## config.mk

```make
export PLATFORM = sky130hd
export DESIGN_NAME = board_frame_uart_tx
export DESIGN_NICKNAME = d
export VERILOG_FILES = /design/src/rtl/board_link_pkg.sv /design/src/rtl/uart_byte_tx.sv /design/src/rtl/board_frame_uart_tx.sv
export SDC_FILE = /design/constraint.sdc
export NUM_CORES = 1
export LEC_CHECK = 0
export CAP_MARGIN = 20
export CORE_MARGIN = 2
export CORE_UTILIZATION = 45
export CTS_CLUSTER_SIZE = 8
export DETAILED_ROUTE_END_ITERATION = 10
export PLACE_DENSITY = 0.74
export SLEW_MARGIN = 20
export SYNTH_ARGS = -nofsm -noshare
export SYNTH_HDL_FRONTEND = slang
export SYNTH_SLANG_ARGS = --single-unit
```

## constraint.sdc

```tcl
create_clock -name clk -period 5.7 [get_ports clk]
set_input_delay 0.855 -clock clk [delete_from_list [all_inputs] [get_ports clk]]
set_output_delay 0.855 -clock clk [all_outputs]
set_load 0.01 [all_outputs]
```

## src/rtl/board_link_pkg.sv

```systemverilog
// -----------------------------------------------------------------------------
// board_link_pkg
// Shared framing definitions for the board-string UART link.
//   - SYNC_DEFAULT     : default first byte of every frame
//   - UART_FRAME_BITS  : bits per 8N1 character (start + 8 data + stop)
//   - frame_state_e    : frame sequencer states
//   - calcNbytes()     : payload byte count for a given payload width
// Optional feature macro: FRAME_CHECKSUM_EN adds the CSUM state.
// -----------------------------------------------------------------------------
package board_link_pkg;

    localparam logic [7:0] SYNC_DEFAULT    = 8'hA5;
    localparam int         UART_FRAME_BITS = 10;

    typedef enum logic [2:0] {
        ST_IDLE,
        ST_SYNC,
        ST_LEN,
        ST_PAYLOAD,
`ifdef FRAME_CHECKSUM_EN
        ST_CSUM,
`endif
        ST_FINISH
    } frame_state_e;

    // Number of whole bytes needed to carry dataW bits (last byte zero padded).
    function automatic int calcNbytes(input int dataW);
        return (dataW + 7) / 8;
    endfunction

endpackage

```

## src/rtl/uart_byte_tx.sv

```systemverilog
// -----------------------------------------------------------------------------
// uart_byte_tx
// 8N1 byte serialiser, LSB first, CLKS_PER_BIT clocks per bit.
// A byte offered on the final cycle of a stop bit is loaded on that same edge,
// so consecutive bytes follow each other with no idle gap.
// Ports:
//   clk_i         clock
//   rst_ni        asynchronous active-low reset
//   byte_valid_i  load byte_i (taken when ready_o is high)
//   byte_i        byte to send
//   ready_o       engine idle or finishing its stop bit this cycle
//   byte_done_o   strobe on the last cycle of the stop bit
//   tx_o          serial line, idle high
// -----------------------------------------------------------------------------
module uart_byte_tx
    import board_link_pkg::*;
#(
    parameter int CLKS_PER_BIT = 217
) (
    input  logic       clk_i,
    input  logic       rst_ni,
    input  logic       byte_valid_i,
    input  logic [7:0] byte_i,
    output logic       ready_o,
    output logic       byte_done_o,
    output logic       tx_o
);

    localparam int                CNT_W    = $clog2(CLKS_PER_BIT);
    localparam logic [CNT_W-1:0]  CNT_LAST = CNT_W'(CLKS_PER_BIT - 1);
    localparam logic [3:0]        BIT_LAST = 4'(UART_FRAME_BITS - 1);

    logic             active_q, active_d;
    logic [CNT_W-1:0] cnt_q, cnt_d;
    logic [3:0]       bitIdx_q, bitIdx_d;
    logic [9:0]       shift_q, shift_d;
    logic             bitEnd;

    // The shift register holds the whole character including start and stop
    // bits, so the line is simply its LSB while a character is in flight.
    assign bitEnd      = active_q && (cnt_q == CNT_LAST);
    assign byte_done_o = bitEnd && (bitIdx_q == BIT_LAST);
    assign ready_o     = !active_q || byte_done_o;
    assign tx_o        = active_q ? shift_q[0] : 1'b1;

    // Bit timing: count clocks within a bit, shift on each bit boundary, and
    // either reload or go idle when the stop bit finishes.
    always_comb begin
        active_d = active_q;
        cnt_d    = cnt_q;
        bitIdx_d = bitIdx_q;
        shift_d  = shift_q;
        if (active_q) begin
            if (bitEnd) begin
                cnt_d    = '0;
                shift_d  = {1'b1, shift_q[9:1]};
                bitIdx_d = bitIdx_q + 4'd1;
            end else begin
                cnt_d = cnt_q + 1'b1;
            end
        end
        if (byte_done_o) begin
            active_d = 1'b0;
        end
        if (byte_valid_i && ready_o) begin
            active_d = 1'b1;
            cnt_d    = '0;
            bitIdx_d = '0;
            shift_d  = {1'b1, byte_i, 1'b0};
        end
    end

    // Engine state register; reset drops any character in flight.
    always_ff @(posedge clk_i or negedge rst_ni) begin
        if (!rst_ni) begin
            active_q <= 1'b0;
            cnt_q    <= '0;
            bitIdx_q <= '0;
            shift_q  <= '1;
        end else begin
            active_q <= active_d;
            cnt_q    <= cnt_d;
            bitIdx_q <= bitIdx_d;
            shift_q  <= shift_d;
        end
    end

endmodule

```

## src/rtl/board_frame_uart_tx.sv

```systemverilog
// -----------------------------------------------------------------------------
// board_frame_uart_tx
// Captures a DATA_W-bit board vector on start and sends it as one UART frame:
// SYNC_BYTE, length byte, payload bytes LSB-first, optional XOR checksum.
// Ports:
//   clk      clock (25 MHz VGA domain)
//   rst_n    asynchronous active-low reset
//   start    frame request
//   data     board vector, captured when start is accepted
//   busy     frame in flight
//   done     one-cycle pulse at end of frame
//   overrun  one-cycle pulse after a start seen while busy
//   tx       UART serial out, idle high
// Optional feature macro: FRAME_CHECKSUM_EN appends the checksum byte.
// -----------------------------------------------------------------------------
module board_frame_uart_tx
    import board_link_pkg::*;
#(
    parameter int         DATA_W       = 188,
    parameter int         CLKS_PER_BIT = 217,
    parameter logic [7:0] SYNC_BYTE    = SYNC_DEFAULT
) (
    input  logic              clk,
    input  logic              rst_n,
    input  logic              start,
    input  logic [DATA_W-1:0] data,
    output logic              busy,
    output logic              done,
    output logic              overrun,
    output logic              tx
);

    localparam int               NBYTES   = calcNbytes(DATA_W);
    localparam int               IDX_W    = $clog2(NBYTES + 1);
    localparam int               PAD_W    = (NBYTES + 1) * 8;
    localparam logic [IDX_W-1:0] IDX_LAST = IDX_W'(NBYTES - 1);
    localparam logic [7:0]       LEN_BYTE = 8'(NBYTES);

    frame_state_e      state_q, state_d;
    logic [IDX_W-1:0]  idx_q, idx_d, nxtIdx;
    logic [DATA_W-1:0] shadow_q, shadow_d;
    logic              overrun_q;
    logic [PAD_W-1:0]  padded;
    logic [7:0]        nxtPayload;
    logic              wantByte, byteValid, engReady, byteDone;
    logic [7:0]        txByte;
`ifdef FRAME_CHECKSUM_EN
    logic [7:0]        csum_q, csum_d;
`endif

    // One spare zero byte above the payload keeps the look-ahead select in
    // range when the index sits on the last payload byte.
    assign padded     = PAD_W'(shadow_q);
    assign nxtIdx     = idx_q + 1'b1;
    assign nxtPayload = padded[nxtIdx*8 +: 8];
    assign byteValid  = wantByte && engReady;

    assign busy    = (state_q != ST_IDLE) && (state_q != ST_FINISH);
    assign done    = (state_q == ST_FINISH);
    assign overrun = overrun_q;

    // Frame sequencer. The next byte is offered on the same cycle as the
    // engine's byte-complete strobe so it loads without a gap on the line.
    always_comb begin
        state_d  = state_q;
        idx_d    = idx_q;
        shadow_d = shadow_q;
        wantByte = 1'b0;
        txByte   = SYNC_BYTE;
`ifdef FRAME_CHECKSUM_EN
        csum_d   = csum_q;
`endif
        case (state_q)
            ST_IDLE: begin
                if (start) begin
                    state_d  = ST_SYNC;
                    shadow_d = data;
                    wantByte = 1'b1;
                    txByte   = SYNC_BYTE;
`ifdef FRAME_CHECKSUM_EN
                    csum_d   = '0;
`endif
                end
            end
            ST_SYNC: begin
                if (byteDone) begin
                    state_d  = ST_LEN;
                    wantByte = 1'b1;
                    txByte   = LEN_BYTE;
                end
            end
            ST_LEN: begin
                if (byteDone) begin
                    state_d  = ST_PAYLOAD;
                    idx_d    = '0;
                    wantByte = 1'b1;
                    txByte   = padded[7:0];
`ifdef FRAME_CHECKSUM_EN
                    csum_d   = csum_q ^ padded[7:0];
`endif
                end
            end
            ST_PAYLOAD: begin
                if (byteDone) begin
                    if (idx_q == IDX_LAST) begin
`ifdef FRAME_CHECKSUM_EN
                        state_d  = ST_CSUM;
                        wantByte = 1'b1;
                        txByte   = csum_q;
`else
                        state_d  = ST_FINISH;
`endif
                    end else begin
                        idx_d    = nxtIdx;
                        wantByte = 1'b1;
                        txByte   = nxtPayload;
`ifdef FRAME_CHECKSUM_EN
                        csum_d   = csum_q ^ nxtPayload;
`endif
                    end
                end
            end
`ifdef FRAME_CHECKSUM_EN
            ST_CSUM: begin
                if (byteDone) begin
                    state_d = ST_FINISH;
                end
            end
`endif
            ST_FINISH: begin
                state_d = ST_IDLE;
            end
            default: begin
                state_d = ST_IDLE;
            end
        endcase
    end

    // Sequencer registers. A start while busy is dropped and flagged one
    // cycle later; FINISH does not count as busy, so no flag there.
    always_ff @(posedge clk or negedge rst_n) begin
        if (!rst_n) begin
            state_q   <= ST_IDLE;
            idx_q     <= '0;
            shadow_q  <= '0;
            overrun_q <= 1'b0;
`ifdef FRAME_CHECKSUM_EN
            csum_q    <= '0;
`endif
        end else begin
            state_q   <= state_d;
            idx_q     <= idx_d;
            shadow_q  <= shadow_d;
            overrun_q <= start && busy;
`ifdef FRAME_CHECKSUM_EN
            csum_q    <= csum_d;
`endif
        end
    end

    uart_byte_tx #(
        .CLKS_PER_BIT(CLKS_PER_BIT)
    ) u_byte_tx (
        .clk_i       (clk),
        .rst_ni      (rst_n),
        .byte_valid_i(byteValid),
        .byte_i      (txByte),
        .ready_o     (engReady),
        .byte_done_o (byteDone),
        .tx_o        (tx)
    );

endmodule
```

==> results.yml <==
power_and_ir_drop:
  p_int_mw: 2.81
  leakagePower_nw: 6.35
  combinationalPowerShare_pct: 7.4
  p_switching_uw: 798
  clock_power_share_pct: 46.3
  pwr-share-seq_pct: 46.2
  p_sw_share_pct: 22.1
  powerDensity_mw_per_mm2: 269
  peakVddDrop_mv: 0.205
  post-layout-total-power_mw: 3.60
grt:
  grt_antenna_before_repair: 0
  grt_max_degree: 189
  global_route.usage.total_pct: 23.3
  grt_pass1_wl_um: 44900
  grt_pass1_vias: 8586
  overflow: 0
clock_network:
  tritoncts: "yes"
  max-clock-path-buffers: 3
  cts_buffers: 31
  cts.reportedPaths.clkPinSlew_ns: 0.05
  clock_latency_ns: 0.54
  post_cts.repair.setup_buffers: 0
  cts_root_buf: "sky130_fd_sc_hd__clkbuf_16"
  post_cts_hold_buffer_count: 0
  cts_htree_levels: 1
  cts.repair.resized: 0
  cts_num_sinks: 219
timing:
  finalHoldViolCount: 0
  finalMaxSlewViolations: 0
  setup_ws_ns: 2.71
  rsz0062_at_grt: "false"
  max_clock_freq_mhz: 334
  final.setup.tns_ns: 0
  finalCritPeriodShare_pct: 52.5
  finalClockSkew_ns: 0.00973
  holdWs_ns: 0.365
  tightestPinTransition_ns: 0.983
  final_number_of_setup_violating_endpoints: 0
  slew_headroom_pct: 34.5
  finalCriticalPeriod_ns: 2.99
setup_path:
  cp-start-kind: "flop"
  worstPathArrival_ns: 2.14
  critical_path_buf_inv_count: 1
  critical-path-top-delay-family: "simple AND/OR/NAND/NOR gates"
  end_kind: "output port"
  cp.required_ns: 4.85
  critical_path_peak_fanout: 11
  critical_path.slowest_cell: "sky130_fd_sc_hd__dfrtp_1"
  worst_r2r_path_depth: 6
  path_cells: "nor2_1, and2_1, clkdlybuf4s50_1"
  setup.reg_to_reg.worst_slack_ns: 2.74
  critical_path.reg2reg.endpoint: "u_byte_tx.shift_q[8]"
  criticalPathCategory: "flop to output port"
  worst_r2r_startpoint: "idx_q[0]"
  critical_path.max_stage_delay_ns: 0.53
synthesis:
  synth.lib_cells_used.distinct: 54
  synth.avg_cell_area_um2: 9.24
  synth_ff_type: "sky130_fd_sc_hd__dfrtp_1"
  yosys-top-cells-count: "sky130_fd_sc_hd__nand2_1, sky130_fd_sc_hd__dfrtp_1, sky130_fd_sc_hd__clkbuf_1"
  yosys_warnings: 0
  synthesis.instances: 1132
  mappedNetlistArea_mm2: 0.0105
  synth-seq-cells: 219
  synth_enable_flop_cells: 0
  synthesis.nets: 1328
  async_flop_share_pct: 100
  yosysMostFrequentCell: "sky130_fd_sc_hd__nand2_1"
  yosysTopAreaCellShare_pct: 50.2
  seq_area_frac_synth_pct: 52.5
  synth.area.top_cells: "sky130_fd_sc_hd__dfrtp_1, sky130_fd_sc_hd__nand2_1, sky130_fd_sc_hd__mux4_2, sky130_fd_sc_hd__mux4_1, sky130_fd_sc_hd__dfstp_2"
  synth_largest_area_cell: "sky130_fd_sc_hd__dfrtp_1"
routing:
  routed_via_density: 5.28
  route.detailed.drc: 0
  detailroute.via_count: 8501
  wire_per_inst_um: 17.2
  drt_iter0_markers: 754
  drtAntennaViolNets: 0
  drt_wl_total_um: 27700
  detailedRoute.firstPassIterationCount: 5
outcome:
  run_status: "finished clean"
worst_hold_path:
  min_path_type: "primary input to asynchronous set/reset pin"
placement:
  dp_worst_setup_slack_ns: 2.72
  numPortBuffers: 194
  globalplace.congestion: 0.961
  estimated_wirelength_of_the_detail_placed_design_um: 19100
die:
  die_h_um: 156
  rows: 55
  floorplan.die_area_mm2: 0.0245
  boundaryPins: 195
  floorplan.die.width_um: 156
  initial_core_util_pct: 46.1
  core-area_mm2: 0.0227
job:
  max_cap_violations: 0
finish:
  area.growth.synth_to_final_pct: 27.9
  insertedDiodeCount: 0
  final_nets: 1495
  layout-drive-gt1-share_pct: 7.18
## metal layers
metal / share of wire [%] / wire [um] / track usage, %
met3: 5.8 / 1600 / 3.74
met2: 49 / 13600 / 37.3
met4: 3.3 / 910 / 8.21
met5: 0 / 0 / 0
met1: 42 / 11600 / 32.5
## cell usage in the layout, fill, tap and decap left out, drive strengths merged, types with 3 or more instances in the layout
cell and count:
buf 10, nor2 25, and2 4, dfstp 9, mux4 48, xor2 7
and3 4, mux2i 12, a31oi 5, ha 5, nand4 3, clkbuf 56
clkdlybuf4s50 193, nand2b 7, nand2 614, dfrtp 210, o21ai 22, nand3 16
inv 6, a21oi 19, o31ai 3, and4b 3, o211ai 10, xnor2 4
## flip-flops by register name, indices dropped and copies added (netlist names)
name and cells:
shadow_q 188, u_byte_tx.cnt_q 8, u_byte_tx.shift_q 9, overrun 1, state_q 3, idx_q 5
u_byte_tx.active_q 1, u_byte_tx.bitIdx_q 4
## worst reg2reg max path: stages (launching register included)
cell and delay, ns:
sky130_fd_sc_hd__dfrtp_4 0.53, sky130_fd_sc_hd__ha_2 0.77, sky130_fd_sc_hd__buf_4 0.47, sky130_fd_sc_hd__mux4_4 0.48
sky130_fd_sc_hd__mux4_2 0.48, sky130_fd_sc_hd__nand2b_1 0.09, sky130_fd_sc_hd__a21oi_1 0.07
## power groups by stage
stage / Combinational [mW] / Sequential (mW) / Clock (mW)
6_report: 0.267 / 1.67 / 1.67
3_5_place_dp: 0.269 / 1.69 / 0
4_1_cts: 0.271 / 1.66 / 1.69
5_1_grt: 0.296 / 1.67 / 1.77
2_1_floorplan: 0.0802 / 1.68 / 0
3_3_place_gp: 0.265 / 1.69 / 0
## area by class of cell
| cell class | instances | area [um^2] |
|---|---|---|
| Fill cell | 1903 | 9330 |
| Sequential cell | 219 | 5500 |
| Multi-Input combinational cell | 838 | 4590 |
| Timing Repair Buffer | 203 | 2030 |
| Clock buffer | 56 | 870 |
| Tap cell | 285 | 357 |
| Inverter | 6 | 22.5 |
| Clock inverter | 2 | 16.3 |
## metrics by stage
step | utilization [%] | instance area [um^2] | std cells
finish | 58.9 | 13400 | 1609
global route | 58.9 | 13400 | 1609
CTS | 58.9 | 13400 | 1609
detailed placement | 55.0 | 12500 | 1551
global placement | 55.0 | 12500 | 1551
floorplan | - | 10500 | 1132
## logic make-up (layout without fill, tap and decap cells)
logic type,after synthesis,in the layout,share of synthesized area (%)
flops,219,219,52.5
xor+xnor,11,11,0.992
compound gates,71,71,4.21
fa+ha+maj,5,5,0.598
simple gates,691,691,26.1
buf+inv,75,267,3.71
mux,60,60,12.0
## how the worst max path moves through the flow
stage                     slack [ns]                    to  startpoint  depth (start not counted)
final                           2.71                  done  state_q[0]                          3
after CTS                       2.72                  done  state_q[0]                          3
after floorplan                 3.48  u_byte_tx.shift_q[7]    idx_q[1]                          7
after global placement          2.73    u_byte_tx.cnt_q[7]       start                          7
after detailed placement        2.72    u_byte_tx.cnt_q[6]       start                          7
after global routing            2.44  u_byte_tx.shift_q[6]    idx_q[0]                          7
Note: power is estimated with default switching activity, not from simulation.
